### src/rtl/stream_semaphore_arbiter_if.sv
// Stream bundle between NUM_REQ requesters, the arbiter and the shared pipeline.
// master = arbiter view, slave = requester/pipeline view.
interface stream_semaphore_arbiter_if #(
  parameter int NUM_REQ      = 2,
  parameter int STREAM_WIDTH = 32,
  parameter int KEEP_WIDTH   = 1
);
  logic [NUM_REQ-1:0]              s_axis_tvalid;
  logic [NUM_REQ-1:0]              s_axis_tready;
  logic [NUM_REQ-1:0]              s_axis_tlast;
  logic [NUM_REQ*STREAM_WIDTH-1:0] s_axis_tdata;
  logic [NUM_REQ*KEEP_WIDTH-1:0]   s_axis_tkeep;
  logic [NUM_REQ-1:0]              s_fence;
  logic                            m_axis_tvalid;
  logic                            m_axis_tready;
  logic                            m_axis_tlast;
  logic [STREAM_WIDTH-1:0]         m_axis_tdata;
  logic [KEEP_WIDTH-1:0]           m_axis_tkeep;

  modport master (
    input  s_axis_tvalid,
    output s_axis_tready,
    input  s_axis_tlast,
    input  s_axis_tdata,
    input  s_axis_tkeep,
    input  s_fence,
    output m_axis_tvalid,
    input  m_axis_tready,
    output m_axis_tlast,
    output m_axis_tdata,
    output m_axis_tkeep
  );

  modport slave (
    output s_axis_tvalid,
    input  s_axis_tready,
    output s_axis_tlast,
    output s_axis_tdata,
    output s_axis_tkeep,
    output s_fence,
    input  m_axis_tvalid,
    output m_axis_tready,
    input  m_axis_tlast,
    input  m_axis_tdata,
    input  m_axis_tkeep
  );
endinterface

### src/rtl/stream_semaphore_arbiter.sv
// Packet round-robin arbiter feeding one pipeline, with in-flight credit
// counting and optional drain-before-start fence per packet.
module stream_semaphore_arbiter #(
  parameter int NUM_REQ       = 2,
  parameter int STREAM_WIDTH  = 32,
  parameter int KEEP_WIDTH    = 1,
  parameter int MAX_IN_FLIGHT = 128,
  parameter int CNT_WIDTH     = 8
) (
  input  logic                  aclk,
  input  logic                  reset,
  stream_semaphore_arbiter_if.master bus,
  input  logic                  sigRelease,
  output logic                  released,
  output logic [NUM_REQ-1:0]    grant
);

  localparam int PTR_W = (NUM_REQ > 1) ? $clog2(NUM_REQ) : 1;
  localparam int SUM_W = PTR_W + 1;

  typedef enum logic [1:0] {
    IDLE,
    DRAIN,
    STREAM
  } state_t;

  state_t               r_state;
  state_t               w_state_nxt;
  logic [PTR_W-1:0]     r_rr;
  logic [PTR_W-1:0]     w_rr_nxt;
  logic [PTR_W-1:0]     r_gidx;
  logic [PTR_W-1:0]     w_gidx_nxt;
  logic [NUM_REQ-1:0]   r_grant;
  logic [NUM_REQ-1:0]   w_grant_nxt;
  logic [CNT_WIDTH-1:0] r_cnt;
  logic [CNT_WIDTH-1:0] w_cnt_nxt;
  logic                 r_released;

  logic                 w_found;
  logic [PTR_W-1:0]     w_win;
  logic [PTR_W-1:0]     w_idx;
  logic [SUM_W-1:0]     w_sum;

  logic                    w_ok;
  logic                    w_stream;
  logic                    w_vsel;
  logic                    w_mvalid;
  logic                    w_fwd;
  logic                    w_last;
  logic                    w_tlast;
  logic [STREAM_WIDTH-1:0] w_tdata;
  logic [KEEP_WIDTH-1:0]   w_tkeep;

  // first valid requester at or after the round-robin pointer
  always_comb begin
    w_found = 1'b0;
    w_win   = '0;
    w_sum   = '0;
    w_idx   = '0;
    for (int k = 0; k < NUM_REQ; k++) begin
      w_sum = {1'b0, r_rr} + SUM_W'(k);
      if (w_sum >= SUM_W'(NUM_REQ)) begin
        w_sum = w_sum - SUM_W'(NUM_REQ);
      end
      w_idx = w_sum[PTR_W-1:0];
      if (!w_found && bus.s_axis_tvalid[w_idx]) begin
        w_found = 1'b1;
        w_win   = w_idx;
      end
    end
  end

  always_comb begin
    w_tdata = '0;
    w_tkeep = '0;
    w_tlast = 1'b0;
    for (int i = 0; i < NUM_REQ; i++) begin
      if (r_grant[i]) begin
        w_tdata = bus.s_axis_tdata[i*STREAM_WIDTH +: STREAM_WIDTH];
        w_tkeep = bus.s_axis_tkeep[i*KEEP_WIDTH +: KEEP_WIDTH];
        w_tlast = bus.s_axis_tlast[i];
      end
    end
  end

  assign w_ok     = r_cnt < CNT_WIDTH'(MAX_IN_FLIGHT);
  assign w_stream = (r_state == STREAM) && !reset;
  assign w_vsel   = |(r_grant & bus.s_axis_tvalid);
  assign w_mvalid = w_stream && w_vsel && w_ok;
  assign w_fwd    = w_mvalid && bus.m_axis_tready;
  assign w_last   = w_fwd && w_tlast;

  assign bus.m_axis_tvalid = w_mvalid;
  assign bus.m_axis_tdata  = w_tdata;
  assign bus.m_axis_tkeep  = w_tkeep;
  assign bus.m_axis_tlast  = w_tlast;
  assign bus.s_axis_tready =
    (w_stream && w_ok && bus.m_axis_tready) ? r_grant : '0;

  assign released = r_released;
  assign grant    = r_grant;

  always_comb begin
    w_state_nxt = r_state;
    w_grant_nxt = r_grant;
    w_gidx_nxt  = r_gidx;
    w_rr_nxt    = r_rr;
    unique case (r_state)
      IDLE: begin
        if (w_found) begin
          w_grant_nxt = NUM_REQ'(1) << w_win;
          w_gidx_nxt  = w_win;
          w_state_nxt = bus.s_fence[w_win] ? DRAIN : STREAM;
        end
      end
      DRAIN: begin
        if (r_cnt == '0) begin
          w_state_nxt = STREAM;
        end
      end
      STREAM: begin
        if (w_last) begin
          w_state_nxt = IDLE;
          w_grant_nxt = '0;
          w_rr_nxt    = (r_gidx == PTR_W'(NUM_REQ - 1)) ?
                        '0 : r_gidx + 1'b1;
        end
      end
      default: begin
        w_state_nxt = IDLE;
        w_grant_nxt = '0;
      end
    endcase
  end

  // release at zero is dropped; a beat plus a release cancel out
  always_comb begin
    w_cnt_nxt = r_cnt;
    if (w_fwd && !sigRelease) begin
      w_cnt_nxt = r_cnt + 1'b1;
    end else if (!w_fwd && sigRelease && (r_cnt != '0)) begin
      w_cnt_nxt = r_cnt - 1'b1;
    end
  end

  always_ff @(posedge aclk) begin
    if (reset) begin
      r_state    <= IDLE;
      r_grant    <= '0;
      r_gidx     <= '0;
      r_rr       <= '0;
      r_cnt      <= '0;
      r_released <= 1'b1;
    end else begin
      r_state    <= w_state_nxt;
      r_grant    <= w_grant_nxt;
      r_gidx     <= w_gidx_nxt;
      r_rr       <= w_rr_nxt;
      r_cnt      <= w_cnt_nxt;
      r_released <= (w_cnt_nxt == '0);
    end
  end

endmodule

### src/flat_wrapper.sv
// flat-port wrapper written by rule: the top's interface ports become plain ports
module stream_semaphore_arbiter_flat 
#(
  parameter int NUM_REQ       = 2,
  parameter int STREAM_WIDTH  = 32,
  parameter int KEEP_WIDTH    = 1,
  parameter int MAX_IN_FLIGHT = 128,
  parameter int CNT_WIDTH     = 8
)
  (aclk, reset, sigRelease, released, grant, bus_s_axis_tvalid, bus_s_axis_tready, bus_s_axis_tlast, bus_s_axis_tdata, bus_s_axis_tkeep, bus_s_fence, bus_m_axis_tvalid, bus_m_axis_tready, bus_m_axis_tlast, bus_m_axis_tdata, bus_m_axis_tkeep);
  stream_semaphore_arbiter_if #(.NUM_REQ(NUM_REQ), .STREAM_WIDTH(STREAM_WIDTH), .KEEP_WIDTH(KEEP_WIDTH)) bus_i ();
  input  logic aclk;
  input  logic reset;
  input  logic sigRelease;
  output logic released;
  output logic [NUM_REQ-1:0] grant;
  input wire logic [$bits(bus_i.s_axis_tvalid)-1:0] bus_s_axis_tvalid;
  output wire logic [$bits(bus_i.s_axis_tready)-1:0] bus_s_axis_tready;
  input wire logic [$bits(bus_i.s_axis_tlast)-1:0] bus_s_axis_tlast;
  input wire logic [$bits(bus_i.s_axis_tdata)-1:0] bus_s_axis_tdata;
  input wire logic [$bits(bus_i.s_axis_tkeep)-1:0] bus_s_axis_tkeep;
  input wire logic [$bits(bus_i.s_fence)-1:0] bus_s_fence;
  output wire logic [$bits(bus_i.m_axis_tvalid)-1:0] bus_m_axis_tvalid;
  input wire logic [$bits(bus_i.m_axis_tready)-1:0] bus_m_axis_tready;
  output wire logic [$bits(bus_i.m_axis_tlast)-1:0] bus_m_axis_tlast;
  output wire logic [$bits(bus_i.m_axis_tdata)-1:0] bus_m_axis_tdata;
  output wire logic [$bits(bus_i.m_axis_tkeep)-1:0] bus_m_axis_tkeep;
  assign bus_i.s_axis_tvalid = bus_s_axis_tvalid;
  assign bus_s_axis_tready = bus_i.s_axis_tready;
  assign bus_i.s_axis_tlast = bus_s_axis_tlast;
  assign bus_i.s_axis_tdata = bus_s_axis_tdata;
  assign bus_i.s_axis_tkeep = bus_s_axis_tkeep;
  assign bus_i.s_fence = bus_s_fence;
  assign bus_m_axis_tvalid = bus_i.m_axis_tvalid;
  assign bus_i.m_axis_tready = bus_m_axis_tready;
  assign bus_m_axis_tlast = bus_i.m_axis_tlast;
  assign bus_m_axis_tdata = bus_i.m_axis_tdata;
  assign bus_m_axis_tkeep = bus_i.m_axis_tkeep;
  stream_semaphore_arbiter #(.NUM_REQ(NUM_REQ), .STREAM_WIDTH(STREAM_WIDTH), .KEEP_WIDTH(KEEP_WIDTH), .MAX_IN_FLIGHT(MAX_IN_FLIGHT), .CNT_WIDTH(CNT_WIDTH)) u_core (.aclk(aclk), .reset(reset), .bus(bus_i), .sigRelease(sigRelease), .released(released), .grant(grant));
endmodule
### config.mk
export PLATFORM = sky130hd
export DESIGN_NAME = stream_semaphore_arbiter_flat
export DESIGN_NICKNAME = d
export VERILOG_FILES = /design/src/rtl/stream_semaphore_arbiter_if.sv /design/src/rtl/stream_semaphore_arbiter.sv /design/src/flat_wrapper.sv
export SDC_FILE = /design/constraint.sdc
export NUM_CORES = 1
export LEC_CHECK = 0
export ABC_AREA = 1
export CAP_MARGIN = 10
export CORE_MARGIN = 4
export CORE_UTILIZATION = 34
export CTS_CLUSTER_DIAMETER = 80
export DETAILED_ROUTE_END_ITERATION = 8
export PLACE_DENSITY = 0.81
export SETUP_SLACK_MARGIN = 0.2
export SYNTH_ARGS = -nofsm -noshare
export SYNTH_HDL_FRONTEND = slang
export SYNTH_SLANG_ARGS = --single-unit
### constraint.sdc
create_clock -name aclk -period 2.1 [get_ports aclk]
set_clock_uncertainty 0.15 [all_clocks]
set_input_delay 0.63 -clock aclk [delete_from_list [all_inputs] [get_ports aclk]]
set_output_delay 0.63 -clock aclk [all_outputs]
set_load 0.02 [all_outputs]
* Word level (Yosys, flattened, before mapping)
Cells that the tools add are included.
** Word-level totals
- Logic and storage cells :: 79
- Output and inout port bits :: 40
- Register bits :: 15
- Input bits :: 76
** Operators by class
- $add $sub $neg :: 6
- Bitwise operators :: 2
- Reductions and logical operators :: 24
- Eq/ne operators :: 5
- $lt $le $gt $ge :: 6
- Muxes and demuxes :: 29
- Shifts and indexed selects :: 1
** Operators by type and width (number)
- two-way mux 32 bit :: 2
- two-way mux 1 bit :: 17
- logical NOT 8 bit :: 2
- two-way mux 8 bit :: 2
- two-way mux 2 bit :: 6
- case mux 2 bit (3 select lines) :: 2
- logical AND 1 bit :: 11
- adder 8 x 1 -> 8 bit (second input constant) :: 1
- < comparator 8 bit (second input constant) :: 1
- nonzero test 8 bit :: 1
- subtractor 8 x 1 -> 8 bit (second input constant) :: 1
- < comparator 1 x 2 -> 1 bit (second input constant) :: 3
- != test 2 x 1 -> 1 bit (second input constant) :: 3
- AND reduction 3 bit :: 2
- logical NOT 1 bit :: 4
- AND reduction 2 bit :: 2
- adder 1 x 1 -> 2 bit (second input constant) :: 1
- AND 2 bit :: 1
- == test 2 x 1 -> 1 bit (second input constant) :: 1
- == test 2 bit (second input constant) :: 1
- greater-or-equal comparator 1 x 2 -> 1 bit (second input constant) :: 1
- greater-or-equal comparator 2 bit (second input constant) :: 1
- logical NOT 2 bit :: 1
- OR reduction 2 bit :: 1
- 4 further kinds :: 5

* Depth between registers and ports, before layout
- Depth after elaboration :: 13
- Depth in mapped cells :: 14
- Gate-level depth less buffers :: 14

* Least setup slack after synthesis
No wires, ideal clock.
- Path kind :: register to output
- From :: register u_core.r_grant[1], in the netlist u_core.grant[1]
- To :: output port bus_s_axis_tready[1]
- Stages on the path, launching flop included :: 5
- Setup slack :: 0.015 ns
- Buffers on the path :: 2
- Data arrival time :: 1.305 ns
- Data required time :: 1.320 ns
- Cell sequence :: dfxtp_1 > buf_4 > clkinv_1 > clkbuf_1 > nor2_1
** On the way
- Longest elaborated chain between the ends :: 1
** RTL lines
- from (decl) :: line stream_semaphore_arbiter.sv:33 : logic [NUM_REQ-1:0] r_grant;
- from (signal assigned) :: line stream_semaphore_arbiter.sv:156 : r_grant <= w_grant_nxt;
- two-way mux 2 bit :: line stream_semaphore_arbiter.sv:98 : (w_stream && w_ok && bus.m_axis_tready) ? r_grant : '0;
- to (decl) :: line flat_wrapper.sv:18 : output wire logic [$bits(bus_i.s_axis_tready)-1:0] bus_s_axis_tready;
Every way passes these cells.

* Worst setup path after layout
- From :: input port reset
- To :: output port bus_s_axis_tready[0]
** On the way
- Longest elaborated chain between the ends :: 5
** RTL lines
- from (decl) :: line flat_wrapper.sv:13 : input logic reset;
- logical NOT 1 bit :: line stream_semaphore_arbiter.sv:87 : assign w_stream = (r_state == STREAM) && !reset;
- logical AND 1 bit :: line stream_semaphore_arbiter.sv:87
- logical AND 1 bit (2 in series) :: line stream_semaphore_arbiter.sv:98
- two-way mux 2 bit :: line stream_semaphore_arbiter.sv:98
Every way passes these cells.

==> flow_metrics.py <==
metrics = {
    "detailed_routing": {
        "first_pass_iters": 4,
        "via_per_inst": 5.17,
        "vias": 2578,
        "wl_per_cell_um": 15.5,
        "drtIter0Drc": 161,
        "ant_nets": 0,
        "drc": 0,
        "totalWireLength_um": 7720,
    },
    "synthesis": {
        "syn_nets": 373,
        "ys_ff_latch": 15,
        "syn_inst": 294,
        "yosysWarningCount": 0,
        "syn_area_per_cell_um2": 5.26,
        "seq_area_frac_synth_pct": 19.4,
        "ys_types": 24,
        "synth_area_um2": 1550,
    },
    "cts": {
        "cts-hold-fix-buffers": 0,
        "clk_latency_ns": 0.26,
        "cts_sinks": 15,
        "cts_buffers": 3,
        "ctsHtreeMaxLevel": 1,
        "clockBufferDepth": 2,
        "cts-root-buf": "clkbuf_8",
        "cts.clk_slew.worst_paths_ns": 0.07,
        "tritoncts": "done",
    },
    "power": {
        "sw_frac_of_total_pct": 50.2,
        "power.total_mw": 4.27,
        "power_frac_clock_pct": 5.9,
        "powerDensity_nw_per_um2": 1270,
        "internal_power_mw": 2.13,
        "combPwrFrac_pct": 81.0,
        "leakage_nw": 1.77,
        "power.share.sequential_pct": 13.1,
        "switchingPower_mw": 2.15,
        "ir_worst_vdd_v": 0.00102,
    },
    "setup_path": {
        "r2r_start": "u_core.r_state[1]$_SDFFE_PP0P_",
        "cp-end-kind": "output pin",
        "crit_path_start_kind": "input pin",
        "cp_data_required_time_ns": 1.32,
        "crit_start": "reset",
        "path_class": "input pin to output pin",
        "arrival_ns": 1.20,
        "cp_max_fo": 4,
    },
    "floorplanning": {
        "row_count": 24,
        "core_area_um2": 4380,
        "die_w_um": 75.4,
        "die_area_um2": 5690,
        "die_height_um": 75.4,
        "start_util_pct": 35.3,
        "ios": 116,
    },
    "timing": {
        "hold_viol": 0,
        "period_share_pct": 94.5,
        "finalSetupViolCount": 0,
        "finalMaxSlewViolations": 0,
        "period_needed_ns": 1.98,
        "maxSlewHeadroom_pct": 75.1,
        "worst_slew_pin_slew_ns": 0.369,
        "fmax_ghz": 0.504,
        "rsz0062_at_grt": "true",
    },
    "grt": {
        "top_usage_layer": "met2",
        "grt_usage_pct": 23.0,
        "use_met2_pct": 40.9,
        "grt-ovfl-total": 0,
        "grt_max_degree": 24,
        "grt_pass1_vias": 2174,
        "grt_util_met3_pct": 2.77,
        "grt_pass1_wl_um": 10200,
        "antenna_found_initial": 0,
        "gr-usage-met1_pct": 28.5,
    },
    "finish": {
        "layout_common_cells": "nand2_1 (104), dlygate4sd2_1 (64), nand3_1 (47)",
        "multiInputGateArea_um2": 1280,
        "nets": 527,
        "area.growth.synth_to_final_pct": 118,
        "regArea_um2": 310,
        "final_common_cell": "nand2_1",
        "stdcell_area_um2": 3370,
        "drive_gt1_share_pct": 33.8,
        "antenna_cells": 0,
        "fillerInstances": 321,
        "instances_no_fill": 499,
    },
    "min_path": {
        "worst_hold_path_type": "flop to flop",
        "hold_start": "u_core.r_gidx$_SDFFE_PP0P_",
    },
    "run": {
        "drv_cap": 0,
    },
    "place": {
        "gp_congestion": 0.911,
        "dp_hpwl_um": 5220,
        "place.port_buffers": 115,
        "dp.cells": 483,
        "post_dp_cell_area_um2": 3030,
    },
    "run_status": {
        "status": "completed",
    },
}
[per-stage QoR]
step / setup WS, ns / TNS, ns / utilization, % / hold slack (ns)
after detailed placement: -0.794 / -24.25 / 69.0 / 0.297
after global placement: -0.791 / -23.08 / 69.0 / 0.297
after floorplan: 0.178 / 0 / - / 0.279
after CTS: 0.126 / 0 / 73.4 / 0.307
after global routing: 0.0456 / 0 / 77.0 / 0.347
final: 0.116 / 0 / 77.0 / 0.320
[Yosys cell counts]
master | instances | area (um^2)
nand3_2 | 3 | 30.0
buf_1 | 2 | 7.51
nor3_2 | 1 | 10.0
a21oi_1 | 10 | 50.1
dfxtp_1 | 15 | 300
nand2_2 | 3 | 18.8
xnor2_1 | 1 | 8.76
clkbuf_1 | 8 | 30.0
o21ai_0 | 4 | 20.0
nor3_1 | 4 | 20.0
nand4_1 | 2 | 12.5
nor2_4 | 1 | 11.3
nand2_1 | 118 | 443
ha_1 | 3 | 37.5
nor2_1 | 27 | 101
nor2_2 | 2 | 12.5
clkinv_1 | 1 | 3.75
xor2_1 | 1 | 8.76
nand2_4 | 1 | 11.3
buf_4 | 2 | 15.0
nand3_1 | 56 | 280
inv_2 | 4 | 15.0
a21oi_2 | 1 | 8.76
inv_1 | 24 | 90.1
[flip-flops by register name (all words and copies together) (netlist names)]
name	count
u_core.grant	2
u_core.r_cnt	8
u_core.r_gidx	1
u_core.r_rr	1
u_core.r_state	2
u_core.released	1
[logic make-up after synthesis]
| logic type | Yosys count | synth area share, % |
|---|---|---|
| xor+xnor | 2 | 1.13 |
| flops | 15 | 19.4 |
| simple gates | 218 | 61.5 |
| compound gates | 15 | 5.10 |
| buf+inv | 41 | 10.4 |
| fa+ha+maj | 3 | 2.43 |
[final timing paths]
| check | endpoint | slack, ns | cells past startpoint |
|---|---|---|---|
| max | bus_s_axis_tready[0] | 0.12 | 5 |
| min | u_core.r_gidx$_SDFFE_PP0P_ | 0.32 | 2 |
| max reg2reg | u_core.r_state[1]$_SDFFE_PP0P_ | 0.15 | 13 |
| min reg2reg | u_core.r_gidx$_SDFFE_PP0P_ | 0.32 | 2 |
[critical path, stage by stage]
cell and delay [ns]:
buf_8 0.11, nor2_4 0.09, nand3_4 0.12, nor2_4 0.13, buf_6 0.13
[routing by layer]
| metal | routed length [um] | share of wire [%] | vias up |
|---|---|---|---|
| met5 | 0 | 0 | - |
| met4 | 178 | 2.3 | 0 |
| met3 | 741 | 9.6 | 23 |
| met2 | 4010 | 52 | 153 |
| met1 | 2800 | 36 | 1164 |
| li1 | - | - | 1238 |
[power groups by stage]
stage	Clock (mW)	Combinational (mW)	Sequential, mW
global route	0.266	3.71	0.575
CTS	0.245	3.07	0.534
detailed placement	0	2.82	0.523
global placement	0	2.76	0.520
finish	0.252	3.46	0.560
floorplan	0	1.60	0.519
[repair_timing]
action | in CTS | in global routing
cloned | 1 | 0
buffers inserted | 6 | 5
resized for setup | 353 | 40
pin swaps | 80 | 20
setup endpoints to repair | 54 | 49
[final cells by class]
class,instances,area share [%]
clock buffer,4,1.33
sequential,15,9.20
multi-input combinational,238,37.9
timing repair buffer,161,46.2
inverter,29,3.37
tap,52,1.93
No activity file was read; power rests on OpenSTA's default activity.
